$ cat config.mk
export PLATFORM = sky130hd
export DESIGN_NAME = dstage_param
export DESIGN_NICKNAME = d
export VERILOG_FILES = /design/src/rtl/dstage_param.sv
export SDC_FILE = /design/constraint.sdc
export NUM_CORES = 2
export LEC_CHECK = 0
export CAP_MARGIN = 5
export CORE_MARGIN = 4
export CORE_UTILIZATION = 46
export CTS_CLUSTER_SIZE = 30
export DETAILED_ROUTE_END_ITERATION = 16
export PLACE_DENSITY = 0.75
export RECOVER_POWER = 100
export SETUP_SLACK_MARGIN = 0.4
export SLEW_MARGIN = 0
export SYNTH_ARGS = -nofsm -noshare
export SYNTH_HDL_FRONTEND = slang
export SYNTH_SLANG_ARGS = --single-unit
$ cat constraint.sdc
create_clock -name clk -period 6 [get_ports clk]
set_input_delay 1.2 -clock clk [delete_from_list [all_inputs] [get_ports clk]]
set_output_delay 1.2 -clock clk [all_outputs]
set_load 0.05 [all_outputs]
$ cat src/rtl/dstage_param.sv
// Parametrised MIPS decode stage: register file, operand forwarding, branch resolution, D/E register.
// Optional macro DSTAGE_WB_BYPASS_EN: same-cycle write-through from the write-back port to the read ports.
module dstage_param #(
  parameter  int XLEN = 32,
  parameter  int NREG = 32,
  parameter  int NFWD = 2,
  localparam int AW   = $clog2(NREG),
  localparam int FSW  = $clog2(NFWD + 1)
) (
  input  logic                 clk,
  input  logic                 reset,
  input  logic                 in_valid,
  input  logic [XLEN-1:0]      in_pc,
  input  logic [31:0]          in_instr,
  input  logic [4:0]           in_exc,
  input  logic [AW-1:0]        rs_addr,
  input  logic [AW-1:0]        rt_addr,
  input  logic [2:0]           br_op,
  input  logic [FSW-1:0]       fwd_sel_rs,
  input  logic [FSW-1:0]       fwd_sel_rt,
  input  logic [NFWD*XLEN-1:0] fwd_data,
  input  logic                 hcu_stall,
  input  logic                 d_flush,
  input  logic                 w_we,
  input  logic [AW-1:0]        w_addr,
  input  logic [XLEN-1:0]      w_data,
  output logic                 d_ready,
  output logic                 redirect,
  output logic [XLEN-1:0]      redirect_pc,
  output logic                 d_is_bd,
  output logic                 e_valid,
  output logic [XLEN-1:0]      e_pc,
  output logic [31:0]          e_instr,
  output logic [XLEN-1:0]      e_rs_val,
  output logic [XLEN-1:0]      e_rt_val,
  output logic [4:0]           e_exc,
  output logic                 e_bd
);

  typedef enum logic [2:0] {
    BR_NONE = 3'd0,
    BR_BEQ  = 3'd1,
    BR_BNE  = 3'd2,
    BR_BLEZ = 3'd3,
    BR_BGTZ = 3'd4,
    BR_BLTZ = 3'd5,
    BR_BGEZ = 3'd6,
    BR_JR   = 3'd7
  } br_op_e;

  logic [XLEN-1:0] r_rf [NREG];
  logic            r_bd_pending;
  logic            r_e_valid;
  logic [XLEN-1:0] r_e_pc;
  logic [31:0]     r_e_instr;
  logic [XLEN-1:0] r_e_rs_val;
  logic [XLEN-1:0] r_e_rt_val;
  logic [4:0]      r_e_exc;
  logic            r_e_bd;

  logic [XLEN-1:0] w_rf_rs;
  logic [XLEN-1:0] w_rf_rt;
  logic [XLEN-1:0] w_rs_val;
  logic [XLEN-1:0] w_rt_val;
  logic            w_accept;
  logic            w_taken;
  logic signed [31:0] w_off32;
  logic [XLEN-1:0] w_offset;

  // NOTE: the register file is reset like any other state so that reads after
  // reset are defined; this costs a reset net per entry but removes X propagation.
  always_ff @(posedge clk or negedge reset) begin
    if (!reset) begin
      for (int i = 0; i < NREG; i++) r_rf[i] <= '0;
    end else if (w_we && (w_addr != '0)) begin
      // NOTE: sequential state uses non-blocking assignment so every flop
      // samples pre-edge values regardless of statement order.
      r_rf[w_addr] <= w_data;
    end
  end

`ifdef DSTAGE_WB_BYPASS_EN
  assign w_rf_rs = (rs_addr == '0) ? '0 :
                   (w_we && (w_addr == rs_addr)) ? w_data : r_rf[rs_addr];
  assign w_rf_rt = (rt_addr == '0) ? '0 :
                   (w_we && (w_addr == rt_addr)) ? w_data : r_rf[rt_addr];
`else
  assign w_rf_rs = (rs_addr == '0) ? '0 : r_rf[rs_addr];
  assign w_rf_rt = (rt_addr == '0) ? '0 : r_rf[rt_addr];
`endif

  // Selectors outside 1..NFWD fall back to the register file.
  always_comb begin
    // NOTE: defaults first so no path through this block leaves a variable
    // unassigned, which would otherwise infer a latch.
    w_rs_val = w_rf_rs;
    w_rt_val = w_rf_rt;
    for (int k = 1; k <= NFWD; k++) begin
      if (fwd_sel_rs == FSW'(k)) w_rs_val = fwd_data[k*XLEN-1 -: XLEN];
      if (fwd_sel_rt == FSW'(k)) w_rt_val = fwd_data[k*XLEN-1 -: XLEN];
    end
  end

  always_comb begin
    w_taken = 1'b0;
    case (br_op_e'(br_op))
      BR_BEQ:  w_taken = (w_rs_val == w_rt_val);
      BR_BNE:  w_taken = (w_rs_val != w_rt_val);
      BR_BLEZ: w_taken = ($signed(w_rs_val) <= 0);
      BR_BGTZ: w_taken = ($signed(w_rs_val) >  0);
      BR_BLTZ: w_taken = ($signed(w_rs_val) <  0);
      BR_BGEZ: w_taken = ($signed(w_rs_val) >= 0);
      BR_JR:   w_taken = 1'b1;
      default: w_taken = 1'b0;
    endcase
  end

  // Offset is built at 32 bits then sign-extended or truncated to XLEN.
  assign w_off32     = {{14{in_instr[15]}}, in_instr[15:0], 2'b00};
  assign w_offset    = XLEN'(w_off32);
  assign w_accept    = in_valid && !hcu_stall && !d_flush;
  assign d_ready     = !hcu_stall;
  assign redirect    = w_accept && w_taken;
  assign redirect_pc = (br_op_e'(br_op) == BR_JR) ? w_rs_val
                                                  : in_pc + XLEN'(4) + w_offset;
  assign d_is_bd     = r_bd_pending;

  always_ff @(posedge clk or negedge reset) begin
    if (!reset) begin
      r_bd_pending <= 1'b0;
    end else if (d_flush) begin
      r_bd_pending <= 1'b0;
    end else if (w_accept) begin
      r_bd_pending <= (br_op != 3'd0);
    end
  end

  always_ff @(posedge clk or negedge reset) begin
    if (!reset) begin
      r_e_valid  <= 1'b0;
      r_e_pc     <= '0;
      r_e_instr  <= '0;
      r_e_rs_val <= '0;
      r_e_rt_val <= '0;
      r_e_exc    <= '0;
      r_e_bd     <= 1'b0;
    end else if (w_accept) begin
      r_e_valid  <= 1'b1;
      r_e_pc     <= in_pc;
      r_e_instr  <= in_instr;
      r_e_rs_val <= w_rs_val;
      r_e_rt_val <= w_rt_val;
      r_e_exc    <= in_exc;
      r_e_bd     <= r_bd_pending;
    end else begin
      // Flush, stall and idle all insert a fully zeroed bubble.
      r_e_valid  <= 1'b0;
      r_e_pc     <= '0;
      r_e_instr  <= '0;
      r_e_rs_val <= '0;
      r_e_rt_val <= '0;
      r_e_exc    <= '0;
      r_e_bd     <= 1'b0;
    end
  end

  assign e_valid  = r_e_valid;
  assign e_pc     = r_e_pc;
  assign e_instr  = r_e_instr;
  assign e_rs_val = r_e_rs_val;
  assign e_rt_val = r_e_rt_val;
  assign e_exc    = r_e_exc;
  assign e_bd     = r_e_bd;

endmodule

==> out/results.tsv <==
stage	metric	value	unit
finish	utilization	57.9	%
power	power_per_cell_area	311	mW/mm^2
worst_hold_path	min_path_cells	0	
clock_network	cts_htree_levels	3	
finish	final_net_count	5554	
synthesis	synth_enable_flop_cells	0	
synthesis	number_of_distinct_library_cell_variants_in_the_gate_level_netlist_after_synthesis	77	
sta	shortest_period_the_worst_path_allows	6.28	ns
synthesis	yosys_most_used_dff	dfrtp_1	
grt	grt_start_max_net_pins	170	
grt	grt-ovfl-total	0	
placement	gp_congestion	1.02	
worst_setup_path	slowest_delay	0.53	ns
worst_setup_path	r2r.worst_path.cells	7	
route	num_vias	49200	
floorplanning	fp.dieArea	0.142	sq mm
sta	slew_headroom	-194	%
finish	post_layout_nonfiller_instances	7204	
worst_hold_path	hold_path.startpoint	r_rf[998]$_DFFE_PN0P_	
grt	first_global_vias	49600	
floorplanning	die_w	377	microns
outcome	violations_in_the_final_reports	capacitance limit, slew limit, setup timing	
synthesis	synth_area	0.0628	sq mm
synthesis	async_flop_share	100	%
worst_hold_path	min_to	r_rf[998]$_DFFE_PN0P_	
sta	tightestPinTransition	4.41	ns
worst_setup_path	worst_setup_path_end_kind	primary output	
sta	final-setup-viol-count	18	
worst_setup_path	cp.required	4.80	ns
sta	slew_violations	2176	
finish	final_area	0.0784	sq mm
sta	timing.final.ws_setup	-0.281	ns
finish	final_cell_mix	1160 x dfrtp_1, 1008 x mux2_2, 530 x buf_4	
worst_setup_path	cp_data_arrival_time	5.08	ns
synthesis	number_of_register_bits_inferred_by_synthesis	1160	
worst_hold_path	holdCritPathClass	register to register	
clock_network	clock_tree_from_tritoncts	done	
clock_network	clk-insertion-delay-late	0.79	ns
route	drt-initial-drc-count	6358	
floorplanning	io_pins	363	
floorplanning	floorplan.initialDensity	46.3	%
route	detail-route-antenna-nets	0	
power	leakage	34.8	nW
sta	unrepaired_setup_endpoints_after_global_routing	true	
placement	dp_hpwl	170000	microns
synthesis	synth_area_per_cell	13.7	sq um
grt	gr-usage-all-layers	35.2	%
flow_run	drv.max_cap_violation_count	56	
route	detailedRoute.firstPassIterationCount	8	
finish	layout-drive-gt1-share	47.0	%
worst_setup_path	critPathMaxFanout	11	
sta	finalHoldViolCount	0	
worst_setup_path	worst_path_most_repeated_cell	buf_4	
synthesis	synth_seq_area_share	46.2	%
route	routed_wl	254000	microns
clock_network	clkSlewWorstSetupHoldPaths	0.06	ns
finish	flow.area_growth_from_synthesis	24.8	%
placement	post_dp_cell_area	0.0721	sq mm
synthesis	synth.net_count	4817	
outcome	outcome	finished, violations left	
worst_setup_path	crit_path_start_kind	input pin	
floorplanning	row_count	135	
synthesis	netlist_instances	4566	
worst_setup_path	critPathSlowestCell	mux4_2	
worst_setup_path	reg2reg_to	e_rs_val[5]$_DFF_PN0_	
placement	portBuffers	362	
synthesis	synthesis.yosys.warnings	0	
worst_setup_path	crit_chain	buf_16, buf_12, buf_4, mux4_2, o22ai_1, nor3_1, nor2_2, xnor2_1, buf_4, nand4_1, nor4_2, nand4_1, buf_4, mux2i_1, a211oi_2, buf_4, buf_12	
route	routedWlPerCell	35.3	microns
power	power.ir.vdd_worst	260	uV
clock_network	clock_sink_count	1160	
grt	grt_pass1_wl	359000	microns
finish	n_fill_cell	10500	
sta	fin_crit_sh	105	%
worst_setup_path	worst-setup-path-type	input pin to primary output	
floorplanning	placeableCoreArea	0.135	sq mm
floorplanning	die_h	377	microns
worst_setup_path	r2r-start	r_rf[5]$_DFFE_PN0P_	
sta	tns	-0.481	ns
clock_network	cts_root_buffer	clkbuf_16	
clock_network	clk_path_buf_depth	3	
worst_setup_path	regToRegSetupSlack	3.01	ns
sta	timing.fmax	0.159	GHz
grt	grt_antenna_before_repair	34	
finish	most_frequent_standard_cell_in_the_layout_excluding_fill_and_tap_cells	dfrtp_1	
route	detail_route.vias_per_cell	6.83	
placement	placed_cells_incl_taps	6842	
sta	post_route_clock_skew	0.0470	ns
route	drc	0	
clock_network	tritoncts.num_buffers	119	
## how the worst max path moves through the flow
| stage | startpoint | end | slack, ns | depth (start not counted) |
|---|---|---|---|---|
| floorplan | rt_addr[1] | redirect | 0.35 | 15 |
| global placement | fwd_sel_rs[0] | redirect | -0.61 | 19 |
| detailed placement | fwd_sel_rs[0] | redirect | -0.66 | 19 |
| CTS | rs_addr[0] | redirect | -0.07 | 18 |
| global route | rs_addr[1] | redirect | -0.40 | 19 |
| finish | rs_addr[0] | redirect | -0.28 | 17 |
## routing by layer
layer	up-vias	GRT usage, %	wire (microns)
li1	18900	-	-
met1	25300	43.0	88100
met2	3850	51.0	109000
met3	1133	14.4	36000
met4	18	24.0	21100
met5	-	0	112
## state kept, by name (all words and copies together), names as in the netlist
signal	cells
e_rt_val	32
e_exc	5
r_rf	1024
e_instr	32
e_valid	1
e_pc	32
d_is_bd	1
e_bd	1
e_rs_val	32
## power breakdown
part	total, mW	switching [mW]	internal [mW]
Combinational	6.37	3.02	3.35
Clock	7.82	3.33	4.49
Sequential	10.2	1.05	9.16
Total	24.4	7.41	17.0
## Yosys cell counts (7+ instances only)
cell type / number / area share (%)
or2_2: 7 / 0.070
nand4_1: 22 / 0.22
clkbuf_1: 258 / 1.5
ha_1: 57 / 1.1
buf_4: 31 / 0.37
nand2_1: 161 / 0.96
and3_1: 12 / 0.12
mux4_2: 438 / 16
a221oi_2: 7 / 0.17
a21o_1: 10 / 0.12
buf_1: 57 / 0.34
nand3_1: 34 / 0.27
o211ai_1: 16 / 0.19
nor2b_1: 25 / 0.25
o21ai_0: 75 / 0.60
buf_6: 26 / 0.47
a31oi_1: 14 / 0.14
nand2b_1: 17 / 0.17
o31ai_1: 15 / 0.18
a211oi_1: 32 / 0.38
and2_1: 88 / 0.88
a22oi_1: 93 / 1.1
inv_1: 19 / 0.11
o221ai_1: 29 / 0.40
mux2_2: 1013 / 18
o22ai_1: 28 / 0.28
dfrtp_1: 1160 / 46
nor4_1: 12 / 0.12
nor3_1: 51 / 0.41
a22o_1: 29 / 0.40
buf_2: 76 / 0.61
xor2_1: 24 / 0.33
a21oi_1: 103 / 0.82
nor2_1: 135 / 0.81
xnor2_1: 35 / 0.49
or3_1: 8 / 0.080
a221oi_1: 14 / 0.20
mux2i_1: 237 / 3.8
## per-stage QoR
stage / power, mW / hold WS [ns] / setup WS (ns)
floorplan: 13.7 / 0.441 / 0.347
CTS: 24.3 / 0.397 / -0.0656
global placement: 15.9 / 0.377 / -0.605
finish: 24.4 / 0.396 / -0.281
detailed placement: 16.2 / 0.384 / -0.656
global route: 25.2 / 0.408 / -0.399
## cell families after synthesis
family | share of synthesized area (%)
adders and majority gates | 1.17
buffers and inverters | 3.55
AOI/OAI and AO/OA | 5.90
xor gates and xnor gates | 0.823
and+or+nand+nor | 4.66
DFF | 46.2
muxes | 37.7
## cell type report
cell class                      instances  area (sq um)  area share, %
Sequential cell                      1160         29000           37.0
Inverter                               25          98.8          0.126
Timing Repair Buffer                 1067         10200           13.0
Clock buffer                          165          3420           4.37
Clock inverter                         51           644          0.822
Multi-Input combinational cell       2930         32700           41.7
Tap cell                             1781          2230           2.84
Antenna cell                           25          62.6         0.0798
## worst max-delay path: cells and delay by family
kind	cells	cell delay, ns
buf+inv	7	1.26
compound gates	2	0.41
simple gates	5	1.34
mux	2	0.65
xor+xnor	1	0.19
## repair_timing
action,CTS,global route
gates resized for setup,262,60
setup endpoints to repair,15,15
cloned,15,0
buffers inserted,102,4
pin swaps,72,25
hold buffers,0,0
No activity file was read; power rests on OpenSTA's default activity.
